### config.mk
export PLATFORM = sky130hd
export DESIGN_NAME = edge_event_arbiter
export DESIGN_NICKNAME = d
export VERILOG_FILES = /design/src/rtl/edge_evt_pkg.sv /design/src/rtl/rr_arbiter.sv /design/src/rtl/edge_event_arbiter.sv
export SDC_FILE = /design/constraint.sdc
export NUM_CORES = 1
export LEC_CHECK = 0
export BUFFER_PORTS_ARGS = -buffer_cell sky130_fd_sc_hd__buf_2
export CORE_MARGIN = 3
export CORE_UTILIZATION = 48
export CTS_CLUSTER_DIAMETER = 60
export CTS_CLUSTER_SIZE = 30
export DETAILED_ROUTE_END_ITERATION = 10
export PLACE_DENSITY = 0.73
export SETUP_SLACK_MARGIN = 0.2
export SLEW_MARGIN = 20
export SYNTH_ARGS = -nofsm -noshare
export SYNTH_HDL_FRONTEND = slang
export SYNTH_SLANG_ARGS = --single-unit
### constraint.sdc
create_clock -name clk -period 4.6 [get_ports clk]
set_input_delay 0.46 -clock clk [delete_from_list [all_inputs] [get_ports clk]]
set_output_delay 0.46 -clock clk [all_outputs]
set_load 0.02 [all_outputs]
### src/rtl/edge_evt_pkg.sv
// rtl/edge_evt_pkg.sv - shared types and slot mapping for the edge event arbiter
package edge_evt_pkg;

  typedef enum logic {POL_NEG = 1'b0, POL_POS = 1'b1} edge_pol_t;

  // Rising edges occupy the even slot of a channel pair, falling edges the odd one.
  localparam int SLOT_POS_OFS = 0;
  localparam int SLOT_NEG_OFS = 1;

  function automatic int slot_of(int ch, edge_pol_t pol);
    return 2 * ch + ((pol == POL_POS) ? SLOT_POS_OFS : SLOT_NEG_OFS);
  endfunction

endpackage

### src/rtl/rr_arbiter.sv
// rtl/rr_arbiter.sv - combinational round-robin search starting at a pointer
module rr_arbiter #(
  parameter int N_REQ = 8,
  parameter int IDX_W = $clog2(N_REQ)
) (
  input  logic [N_REQ-1:0] req,
  input  logic [IDX_W-1:0] ptr,
  output logic             gnt_vld,
  output logic [IDX_W-1:0] gnt_idx
);

  logic [2*N_REQ-1:0] dbl_req;
  int                 found;

  // Duplicate the request vector so the wrap-around search is a plain lowest-set-bit scan
  // over bits at or above ptr; the lowest match is the first slot at/after ptr.
  always_comb begin
    dbl_req = {req, req};
    found   = -1;
    for (int i = 2 * N_REQ - 1; i >= 0; i--) begin
      if (dbl_req[i] && (i >= int'(ptr))) found = i;
    end
    gnt_vld = (found >= 0);
    if (found >= N_REQ) gnt_idx = IDX_W'(found - N_REQ);
    else if (found >= 0) gnt_idx = IDX_W'(found);
    else gnt_idx = '0;
  end

endmodule

### src/rtl/edge_event_arbiter.sv
// rtl/edge_event_arbiter.sv - serialises per-channel edge pulses onto one event stream
module edge_event_arbiter
  import edge_evt_pkg::*;
#(
  parameter int N_CH = 4,
  parameter int CH_W = $clog2(N_CH)
) (
  input  logic            clk,
  input  logic            rst,
  input  logic [N_CH-1:0] ev_pos,
  input  logic [N_CH-1:0] ev_neg,
  output logic            out_valid,
  input  logic            out_ready,
  output logic [CH_W-1:0] out_ch,
  output logic            out_pol,
  output logic [N_CH-1:0] overrun,
  input  logic [N_CH-1:0] clr_overrun
);

  localparam int N_SLOT = 2 * N_CH;
  localparam int S_W    = CH_W + 1;

  logic [N_SLOT-1:0] pend;
  logic [N_SLOT-1:0] set_vec;
  logic [N_SLOT-1:0] gnt_mask;
  logic [N_SLOT-1:0] lost;
  logic [N_CH-1:0]   ovr_set;
  logic [S_W-1:0]    rr_ptr;
  logic              gnt_vld;
  logic [S_W-1:0]    gnt_idx;
  logic              load;

  rr_arbiter #(.N_REQ(N_SLOT), .IDX_W(S_W)) u_rr (
    .req     (pend),
    .ptr     (rr_ptr),
    .gnt_vld (gnt_vld),
    .gnt_idx (gnt_idx)
  );

  // Map pulses to slots, work out which slot leaves this cycle and which pulses are lost.
  always_comb begin
    set_vec = '0;
    for (int i = 0; i < N_CH; i++) begin
      set_vec[S_W'(slot_of(i, POL_POS))] = ev_pos[i];
      set_vec[S_W'(slot_of(i, POL_NEG))] = ev_neg[i];
    end
    load     = !out_valid || out_ready;
    gnt_mask = (load && gnt_vld) ? (N_SLOT'(1) << gnt_idx) : '0;
    lost     = set_vec & pend & ~gnt_mask;
    for (int i = 0; i < N_CH; i++) begin
      ovr_set[i] = lost[2*i] | lost[2*i+1];
    end
  end

  // Pending flags, output register, round-robin pointer and sticky overrun bits.
  always_ff @(posedge clk) begin
    if (rst) begin
      pend      <= '0;
      out_valid <= 1'b0;
      out_ch    <= '0;
      out_pol   <= 1'b0;
      overrun   <= '0;
      rr_ptr    <= '0;
    end else begin
      pend    <= (pend & ~gnt_mask) | set_vec;
      overrun <= (overrun & ~clr_overrun) | ovr_set;
      if (load) begin
        if (gnt_vld) begin
          out_valid <= 1'b1;
          out_ch    <= gnt_idx[S_W-1:1];
          out_pol   <= ~gnt_idx[0];
          rr_ptr    <= (gnt_idx == S_W'(N_SLOT - 1)) ? '0 : gnt_idx + 1'b1;
        end else begin
          out_valid <= 1'b0;
        end
      end
    end
  end

endmodule

# [After elaboration in Yosys (flattened, before gate mapping)]
# Index checks and enable logic that the tools add are counted.
[totals] register_bits=19 word_cells=63
[op_classes] add_sub_neg=2 order_cmp=9 n_eq_ne=1 n_shift=1 muxes=20 bitwise_logic=13 reduce_logical=11
[ops] operator="two-way mux 32 bit" n=15
[ops] operator=">= comparator 32 x 1 -> 1 bit, second input constant" n=1
[ops] operator=">= comparator 32 x 5 -> 1 bit, second input constant" n=1
[ops] operator="bitwise AND 8 bit" n=2
[ops] operator=">= comparator 3 bit, first input constant" n=3
[ops] operator="two-way mux 3 bit" n=3
[ops] operator="bitwise AND 4 x 8 -> 8 bit" n=1
[ops] operator="logical AND 1 bit" n=8
[ops] operator="two-way mux 8 bit" n=1
[ops] operator="NOT 8 bit" n=1
[ops] operator="OR 8 x 4 -> 8 bit" n=1
[ops] operator="left shift 1 x 3 -> 8 bit, first input constant" n=1
[ops] operator=">= comparator 1 x 3 -> 1 bit, first input constant" n=2
[ops] operator=">= comparator 2 x 3 -> 1 bit, first input constant" n=2
[ops] operator="bitwise AND 4 bit" n=1
[ops] operator="NOT 4 bit" n=1
[ops] operator="OR 1 bit" n=4
[ops] operator="OR 4 bit" n=1
[ops] operator="adder 3 x 1 -> 3 bit, second input constant" n=1
[ops] operator="equality test 3 bit, second input constant" n=1
[ops] operator="subtractor 3 x 1 -> 3 bit, second input constant" n=1
[ops] operator="AND reduction 2 bit" n=1
[ops] operator="zero test 1 bit" n=1
[ops] operator="logical OR 1 bit" n=1
[ops] operator="other kinds (2)" n=2

# [Logic depth before layout (Yosys ltp)]
# Gate-level depths: netlist of run 1.
[logic_depth] word_depth=24 mapped_depth=11

# [Hierarchy]
# A second synthesis of run 1 with hierarchy kept.
[unflattened] hier_cells=131 area_unflattened_um2=1077.3
[by_module_without_submodules] mod="edge_event_arbiter" instances=1 cells_per_inst=90 area_per_inst_um2=825.8
[by_module_without_submodules] mod="rr_arbiter" instances=1 cells_per_inst=41 area_per_inst_um2=251.5

# [Worst setup path after synthesis of run 1]
# OpenSTA, ideal clock, no wires.
[synth_timing] path_kind="register -> register" start="register pend[2]" end="register rr_ptr[0]" setup_ps=101 t_arrival_ps=2230 required_ps=4499 slack_ps=2269 path_stages_with_launch=9 path_buffers=0 synth_period_minus_slack_ps=2331 path_cell_list="dfxtp_1 or4_4 nor4_2 nor2b_1 o211ai_1 inv_1 ha_1 ha_1 o41ai_1"
[synth_between] elab_chain_len=16
[synth_rtl] item="start: declaration" line="edge_event_arbiter.sv:23" text="logic [N_SLOT-1:0] pend;"
[synth_rtl] item="start signal: assignment" line="edge_event_arbiter.sv:65" text="pend <= (pend & ~gnt_mask) | set_vec;"
[synth_rtl] item="two-way mux 32 bit (8 in series)" line="rr_arbiter.sv:21" text="if (dbl_req[i] && (i >= int'(ptr))) found = i;"
[synth_rtl] item="two-way mux 32 bit * (3 in series)" line="rr_arbiter.sv:21"
[synth_rtl] item=">= comparator 32 x 1 -> 1 bit" line="rr_arbiter.sv:25" text="else if (found >= 0) gnt_idx = IDX_W'(found);"
[synth_rtl] item="two-way mux 3 bit" line="rr_arbiter.sv:25"
[synth_rtl] item="two-way mux 3 bit *" line="rr_arbiter.sv:24" text="if (found >= N_REQ) gnt_idx = IDX_W'(found - N_REQ);"
[synth_rtl] item="net gnt_idx[1]" line="edge_event_arbiter.sv:30" text="logic [S_W-1:0] gnt_idx;"
[synth_rtl] item="equality test 3 bit *" line="edge_event_arbiter.sv:72" text="rr_ptr <= (gnt_idx == S_W'(N_SLOT - 1)) ? '0 : gnt_idx + 1'b1;"
[synth_rtl] item="two-way mux 3 bit *" line="edge_event_arbiter.sv:72"
[synth_rtl] item="end signal: assignment" line="edge_event_arbiter.sv:72"
[synth_rtl] item="end: declaration" line="edge_event_arbiter.sv:28" text="logic [S_W-1:0] rr_ptr;"
# The timed path passes the listed nets; every way through them passes the cells marked *.
# A chain may end at the register's enable or synchronous reset.

# [Final worst setup path of run 1]
[layout_timing] start="register pend[5]" end="register overrun[1]"
[layout_between] elab_chain_len=23
[layout_rtl] item="two-way mux 32 bit (8 in series)" line="rr_arbiter.sv:21"
[layout_rtl] item="two-way mux 32 bit * (6 in series)" line="rr_arbiter.sv:21"
[layout_rtl] item=">= comparator 32 x 1 -> 1 bit" line="rr_arbiter.sv:23, rr_arbiter.sv:25"
[layout_rtl] item="two-way mux 3 bit" line="rr_arbiter.sv:25"
[layout_rtl] item="two-way mux 3 bit" line="rr_arbiter.sv:24"
[layout_rtl] item="left shift 1 x 3 -> 8 bit" line="edge_event_arbiter.sv:48" text="gnt_mask = (load && gnt_vld) ? (N_SLOT'(1) << gnt_idx) : '0;"
[layout_rtl] item="two-way mux 8 bit *" line="edge_event_arbiter.sv:48"
[layout_rtl] item="NOT 8 bit *" line="edge_event_arbiter.sv:49" text="lost = set_vec & pend & ~gnt_mask;"
[layout_rtl] item="bitwise AND 8 bit *" line="edge_event_arbiter.sv:49"
[layout_rtl] item="OR 1 bit *" line="edge_event_arbiter.sv:51" text="ovr_set[i] = lost[2*i] | lost[2*i+1];"
[layout_rtl] item="OR 4 bit *" line="edge_event_arbiter.sv:66" text="overrun <= (overrun & ~clr_overrun) | ovr_set;"
[layout_rtl] item="end signal: assignment" line="edge_event_arbiter.sv:66"
[layout_rtl] item="end: declaration" line="edge_event_arbiter.sv:16" text="output logic [N_CH-1:0] overrun,"
# Every way passes the cells marked *; elsewhere a longest branch is shown, timed or not.

==> summary.md, run 1 <==
| Metric | Value |
|---|---|
| Final setup vio count | 0 |
| Most area-consuming cells after synthesis | dfxtp_1, a21oi_1, ha_1 |
| HPWL Detailed | 1800 um |
| CTS clk-pin slew, worst paths | 0.11 ns |
| Reg2Reg Setup Slack | 1.85 ns |
| Synth cell types | 41 |
| Number of global-route vias before repair | 958 |
| Final Skew | 0.00737 ns |
| Int Pwr | 0.264 mW |
| Worst r2r src | pend[5]$_SDFF_PP0_ |
| Worst Path Required | 4.78 ns |
| Crit path cell chain | a21boi_1 > or2_2 > a21oi_1 > o31ai_1 > nor2b_1 > ha_1 > ha_1 > nand2_1 > a32oi_1 > a21oi_1 |
| Startpoint types | flip-flop |
| Crit Path Max Fanout | 8 |
| Post-route minimum period | 2.75 ns |
| Synth area leader | dfxtp_1 |
| Synth top area share | 33.7% |
| Clk pwr share | 20.3% |
| Routed wire length | 2470 um |
| Global Route Usage Sum | 19.0% |
| Gate power share | 30.6% |
| Synth Instances | 134 |
| FP Rows | 16 |
| Yosys reg bits | 19 |
| RSZ-0062 raised after global routing | false |
| WHS Endpoint | overrun[3]$_SDFF_PP0_ |
| Critical path class | flip-flop to flip-flop |
| CP Data Arrival Time | 2.93 ns |
| Max frequency | 363 MHz |
| Crit share post-route | 59.8% |
| Avg Cell Area, Syn | 8.43 um2 |
| Worst setup margin | 1.85 ns |
| WHS Path Cells | 2 |
| Status | finished, final reports clean |
| Post-synth ARST share | 0% |
| Fin Setup TNS | 0 ns |
| Worst Tran Pin Value | 0.650 ns |
| Post-CTS Setup Bufs | 0 |
| Cells on worst reg2reg path | 10 |
| Synthesis-to-layout area growth | 10.1% |
| Post-CTS sizing | 0 |
| Maximum vdd drop | 0.248 mV |
| Ys flop type | dfxtp_1 |
| Io pins | 23 |
| Synthesized area | 1130 um2 |
| Max incr delay on CP | 0.59 ns |
| Leakage | 0.524 nW |
| Count of flip-flops with a built-in enable after synthesis | 0 |
| CTS tree | yes |
| Nets | 173 |
| Layout cells sized above 1 | 20.5% |
| Placeable Area | 2080 um2 |
| # hold bufs at CTS | 0 |
| Drt drc | 0 |
| Sequential share of power | 49.1% |
| Worst min path class | input pin to flip-flop |
| Iter 0 DRT Violations | 19 |
| Placer congestion estimate | 0.825 |
| Height of the die | 54.5 um |
| Crit path max-delay cell type | o31ai_1 |
| Gr ovfl total | 0 |
| Reg2Reg Capture Point | overrun[1]$_SDFF_PP0_ |
| Worst-Skew Late Latency | 0.29 ns |
| Max-cap violations | 0 |
| Final Max Tran Viols | 0 |
| Syn Nets | 155 |
| Clock Sinks | 19 |
| Post-Place Worst Slack | 1.86 ns |
| Hold Path Origin | clr_overrun[3] |
| Die width | 54.5 um |
| Wire length per cell | 13.9 um |
| DIE AREA | 2970 um2 |
| Buffers on Ports | 18 |
| Cts bufs inserted | 3 |
| Max_slew headroom | 56.3% |
| Root Buffer Master | clkbuf_4 |
| Vias post-DR | 1036 |
| Starting Density | 54.3% |
| Crit. End Element | flip-flop |
| Synth warnings | 0 |
| Post-synthesis sequential area ratio | 33.7% |
| Switching pwr | 0.150 mW |
| Hold Violations, Final | 0 |
| Via-per-instance ratio | 5.82 |
| Largest net degree at the start of global routing | 24 |
| Clock Tree Buf Depth | 2 |
| Sw frac | 36.2% |
| Initial antenna violation count | 0 |
| First-pass GRT wire length | 4240 um |
| DR pass1 iterations | 4 |
| Diode count | 0 |
| H-tree depth | 1 |
| PwrDens | 333 nW/um2 |
| Antenna viol nets, final | 0 |
logic make-up (layout without fill, tap and decap cells):
| logic type | Yosys count | after routing | synth area share (%) |
|---|---|---|---|
| simple gates | 47 | 47 | 25.2 |
| fa+ha+maj | 6 | 6 | 6.64 |
| flops | 19 | 19 | 33.7 |
| compound gates | 45 | 45 | 27.1 |
| buf+inv | 17 | 34 | 7.31 |
stage by stage:
stage          instances  cell area, um2  utilization (%)  hold WS (ns)  power [mW]
2_1_floorplan        134            1130                -         0.465       0.298
3_3_place_gp         174            1220             58.4         0.442       0.326
3_5_place_dp         174            1220             58.4         0.458       0.330
4_1_cts              178            1240             59.7         0.303       0.414
5_1_grt              178            1240             59.7         0.296       0.445
6_report             178            1240             59.7         0.307       0.414
worst max-delay path by stage:
| stage | from | to | slack (ns) |
|---|---|---|---|
| after floorplan | pend[2]$_SDFF_PP0_ | rr_ptr[0]$_SDFFE_PP0P_ | 2.27 |
| after global placement | pend[5]$_SDFF_PP0_ | overrun[1]$_SDFF_PP0_ | 1.96 |
| after detailed placement | pend[5]$_SDFF_PP0_ | overrun[1]$_SDFF_PP0_ | 1.86 |
| after CTS | pend[5]$_SDFF_PP0_ | overrun[1]$_SDFF_PP0_ | 1.85 |
| after global routing | pend[5]$_SDFF_PP0_ | overrun[1]$_SDFF_PP0_ | 1.63 |
| final | pend[5]$_SDFF_PP0_ | overrun[1]$_SDFF_PP0_ | 1.85 |
cells in the final DEF (no fill, tap or decap), drive strengths merged:
| cell | synthesis | final |
|---|---|---|
| or3 | 1 | 1 |
| a22oi | 1 | 1 |
| nor4 | 1 | 1 |
| o311ai | 1 | 1 |
| buf | 3 | 18 |
| ha | 6 | 6 |
| nor3 | 1 | 1 |
| dfxtp | 19 | 19 |
| a211oi | 2 | 2 |
| a21oi | 16 | 16 |
| a21boi | 2 | 2 |
| nor2b | 5 | 5 |
| nand2 | 10 | 10 |
| clkinv | 0 | 1 |
| o221ai | 2 | 2 |
| o41a | 1 | 1 |
| or2b | 4 | 4 |
| and2 | 1 | 1 |
| o41ai | 2 | 2 |
| nand2b | 5 | 5 |
| o22ai | 1 | 1 |
| o211ai | 3 | 3 |
| or4 | 1 | 1 |
| a32oi | 1 | 1 |
| a311oi | 1 | 1 |
| nand3 | 2 | 2 |
| nor3b | 2 | 2 |
| nand4b | 1 | 1 |
| o31ai | 2 | 2 |
| or2 | 1 | 1 |
| clkbuf | 2 | 3 |
| inv | 12 | 12 |
| nand3b | 4 | 4 |
| o21ai | 9 | 9 |
| and3b | 1 | 1 |
| nor2 | 7 | 7 |
| o311a | 1 | 1 |
power groups by stage:
| stage | clock network, mW | logic (mW) | registers (mW) |
|---|---|---|---|
| after floorplan | 0 | 0.0958 | 0.202 |
| after global placement | 0 | 0.122 | 0.204 |
| after detailed placement | 0 | 0.124 | 0.206 |
| after CTS | 0.0853 | 0.126 | 0.202 |
| after global routing | 0.0947 | 0.145 | 0.206 |
| final | 0.0839 | 0.127 | 0.203 |
state kept, by name, indices dropped and copies added, names as in the netlist:
signal	cells
pend	8
overrun	4
rr_ptr	3
out_ch	2
out_pol	1
out_valid	1
critical path: cells and delay by family, from the launching register on:
kind	cells	cell delay [ns]
DFF	1	0.50
adders and majority gates	2	0.36
and+or+nand+nor	3	0.54
AOI/OAI and AO/OA	5	1.23
Yosys cell counts (2+ instances only):
cell type  instances
dfxtp_1           19
a21oi_1           16
inv_1             12
nand2_1           10
o21ai_0            9
nor2_1             7
ha_1               6
nand2b_1           5
nor2b_1            5
nand3b_1           4
o211ai_1           3
a211oi_1           2
buf_4              2
nand3_1            2
nor3b_1            2
o221ai_1           2
o31ai_1            2
or2b_1             2
or2b_2             2
cell type report:
| class | instances | area [um2] |
|---|---|---|
| fill | 204 | 838 |
| multi-input combinational | 98 | 667 |
| sequential | 19 | 380 |
| timing repair buffer | 18 | 90.1 |
| inverter | 12 | 45.0 |
| tap | 27 | 33.8 |
| clock buffer | 3 | 22.5 |
| clock inverter | 1 | 5.00 |
metal layers:
layer / up-vias / wire (um) / GRT usage, %
li1: 515 / - / -
met1: 496 / 1190 / 26.3
met2: 23 / 1170 / 30.7
met3: 2 / 85 / 2.45
met4: 0 / 15 / 4.98
met5: - / 0 / 0
Note: power is estimated with default switching activity, not from simulation.
==> run 2, diff against run 1 <==
--- a/config.mk
+++ b/config.mk
@@ -11,7 +11,7 @@
 export CTS_CLUSTER_DIAMETER = 60
 export CTS_CLUSTER_SIZE = 30
 export DETAILED_ROUTE_END_ITERATION = 10
-export PLACE_DENSITY = 0.73
+export PLACE_DENSITY = 0.76
 export SETUP_SLACK_MARGIN = 0.2
 export SLEW_MARGIN = 20
 export SYNTH_ARGS = -nofsm -noshare
==> constraint.sdc (replaced) <==
create_clock -name clk -period 2.2 [get_ports clk]
set_input_delay 0.22 -clock clk [delete_from_list [all_inputs] [get_ports clk]]
set_output_delay 0.22 -clock clk [all_outputs]
set_load 0.02 [all_outputs]
==> run 2 against run 1 <==
  * Critical path type unchanged
  * Routed wire length rose by 22%
  * Clock skew fell by 0.0062 ns
  * Via count rose by 6.5%
  * Die area did not move
  * Hold slack got worse by 0.25 ns
  * Setup slack got worse by 1.8 ns
  * Critical path depth fell by 1
==> summary.md, run 2 (synthesized netlist as in run 1, its figures left out) <==
| Metric | Value |
|---|---|
| # hold bufs at CTS | 0 (unchanged) |
| Most common cell after layout, fill and taps aside | buf_2 |
| Cells on worst reg2reg path | 9 (-1) |
| GR Layer Usage met3 | 3.81% (+1.4 points) |
| Maximum vdd drop | 0.550 mV (+120%) |
| Worst Tran Pin Value | 0.395 ns (-0.255 ns) |
| Sw frac | 37.0% (+0.79 points) |
| Switching pwr | 0.395 mW (+160%) |
| Placeable Area | 2080 um2 (unchanged) |
| Io pins | 23 (unchanged) |
| Hold Violations, Final | 0 (unchanged) |
| DIE AREA | 2970 um2 (unchanged) |
| Final Core Density | 73.1% (+13 points) |
| Crit Path Max Fanout | 4 (-4) |
| Worst-Skew Late Latency | 0.30 ns (about the same) |
| Starting Density | 54.3% (unchanged) |
| RSZ-0062 raised after global routing | true |
| Die width | 54.5 um (unchanged) |
| PwrDens | 701 nW/um2 (+110%) |
| Worst setup margin | 0.0365 ns (-1.81 ns) |
| Final instance area | 1520 um2 (+22%) |
| Clock Sinks | 19 (unchanged) |
| Wire length per cell | 15.4 um (+11%) |
| Critical Path End | rr_ptr[1]$_SDFFE_PP0P_ |
| First-pass GRT wire length | 4720 um (+11%) |
| Initial antenna violation count | 0 (unchanged) |
| Worst Path Required | 2.44 ns (-2.34 ns) |
| H-tree depth | 1 (unchanged) |
| Max frequency | 462 MHz (+27%) |
| Clk pwr share | 17.1% (-3.2 points) |
| Status | finished, final reports clean |
| Fin Setup TNS | 0 ns (unchanged) |
| CTS tree | yes |
| Final setup vio count | 0 (unchanged) |
| Synthesis-to-layout area growth | 34.8% |
| Iter 0 DRT Violations | 38 (+19) |
| CTS clk-pin slew, worst paths | 0.11 ns (about the same) |
| Reg2Reg Setup Slack | 0.04 ns (-1.81 ns) |
| HPWL Detailed | 2160 um (+20%) |
| Max-cap violations | 0 (unchanged) |
| Placer congestion estimate | 0.848 (+2.9%) |
| Placed insts | 188 (+8.0%) |
| Root Buffer Master | clkbuf_4 |
| Post-route minimum period | 2.16 ns (-0.589 ns) |
| Gr ovfl total | 0 (unchanged) |
| Max_slew headroom | 73.7% (+17 points) |
| Crit path from | pend[0]$_SDFF_PP0_ |
| Global Route Usage Sum | 22.4% (+3.4 points) |
| Commonest cells after routing, fill and taps aside | buf_2, buf_4, a21oi_1 |
| Vias post-DR | 1103 (+6.5%) |
| Buffers on Ports | 18 (unchanged) |
| DR pass1 iterations | 4 (unchanged) |
| Worst min path class | input pin to flip-flop |
| Post-Place Worst Slack | -0.119 ns (-1.98 ns) |
| Gate power share | 44.0% (+13 points) |
| Final Max Tran Viols | 0 (unchanged) |
| Routed wire length | 3010 um (+22%) |
| Leakage | 0.638 nW (+22%) |
| Cts bufs inserted | 3 (unchanged) |
| Diode count | 0 (unchanged) |
| Post-DP Area | 1400 um2 (+15%) |
| Nets | 191 (+10%) |
| Number of global-route vias before repair | 1052 (+9.8%) |
| Biggest regs | pend: 8 flops, overrun: 4 flops, rr_ptr: 3 flops |
| Sequential share of power | 38.9% (-10 points) |
| Crit. End Element | flip-flop |
| Int Pwr | 0.673 mW (+150%) |
| Reg2Reg Capture Point | rr_ptr[1]$_SDFFE_PP0P_ |
| Met1 Use GR | 27.7% (+1.4 points) |
| Clock Tree Buf Depth | 2 (unchanged) |
| Drt drc | 0 (unchanged) |
| Max FFs per register | 8 (unchanged) |
| Height of the die | 54.5 um (unchanged) |
| Non-Filler Instances | 196 (+10%) |
| Most flops, register | pend |
| Final Skew | 0.00114 ns (-0.00623 ns) |
| Layout cells sized above 1 | 42.0% (+21 points) |
| Critical path class | flip-flop to flip-flop |
| Met2 usage | 37.1% (+6.4 points) |
| Crit share post-route | 98.3% (+39 points) |
| Via-per-instance ratio | 5.63 (-3.3%) |
| Worst r2r src | pend[0]$_SDFF_PP0_ |
| Startpoint types | flip-flop |
| Largest net degree at the start of global routing | 24 (unchanged) |
| Antenna viol nets, final | 0 (unchanged) |
| GRT Max-Usage Layer | met2 |
| CP Data Arrival Time | 2.40 ns (-0.53 ns) |
| FP Rows | 16 (unchanged) |
## run 2: changes by cell type in the layout (fill, tap and decap cells not counted), sizes merged
cell,previous run,this run
buf,18,36
## run 2: per-layer routing
layer,part of all wire (%),routed length (um),vias up
met5,0,0,-
met4,2.8,84,0
met3,4.3,129,9
met2,50,1520,27
met1,42,1280,512
li1,-,-,555
## run 2: stage by stage
step           hold slack (ns)  power (mW)
6_report                0.0576        1.07
5_1_grt                 0.0452        1.13
4_1_cts                 0.0474        1.02
3_5_place_dp             0.385       0.791
3_3_place_gp             0.381       0.779
2_1_floorplan            0.296       0.665
## run 2: how the worst min path moves through the flow
stage                         startpoint                    end  cells past startpoint
after floorplan           clr_overrun[2]  overrun[2]$_SDFF_PP0_                      1
after global placement    clr_overrun[3]  overrun[3]$_SDFF_PP0_                      2
after detailed placement  clr_overrun[3]  overrun[3]$_SDFF_PP0_                      2
after CTS                 clr_overrun[3]  overrun[3]$_SDFF_PP0_                      2
after global routing      clr_overrun[3]  overrun[3]$_SDFF_PP0_                      2
final                     clr_overrun[3]  overrun[3]$_SDFF_PP0_                      2
## run 2: repair_timing
| item | CTS | global route |
|---|---|---|
| setup endpoints to repair | 12 | 11 |
| pin swaps | 1 | 8 |
| setup buffers | 2 | 2 |
| gates resized for setup | 12 | 13 |
## run 2: area by class of cell
cell class / count / area (um2)
multi-input cells: 98 / 792
fillers: 157 / 559
flip-flops and latches: 19 / 395
repair buffers: 36 / 229
inverters: 12 / 45.0
well taps: 27 / 33.8
clock buffers: 3 / 22.5
clock inverters: 1 / 5.00
## run 2: critical path: stages, from the launching register on
cell	delay, ns
dfxtp_2	0.35
or4_4	0.56
nor4_4	0.19
nor2b_1	0.09
o211ai_1	0.16
inv_2	0.11
ha_4	0.20
ha_4	0.16
nand3b_1	0.15
a21oi_1	0.12
## run 2: power groups by stage
stage	Combinational, mW	Sequential (mW)	Clock, mW
6_report	0.470	0.416	0.182
5_1_grt	0.503	0.422	0.203
4_1_cts	0.416	0.414	0.189
3_5_place_dp	0.371	0.420	0
3_3_place_gp	0.361	0.418	0
2_1_floorplan	0.239	0.426	0
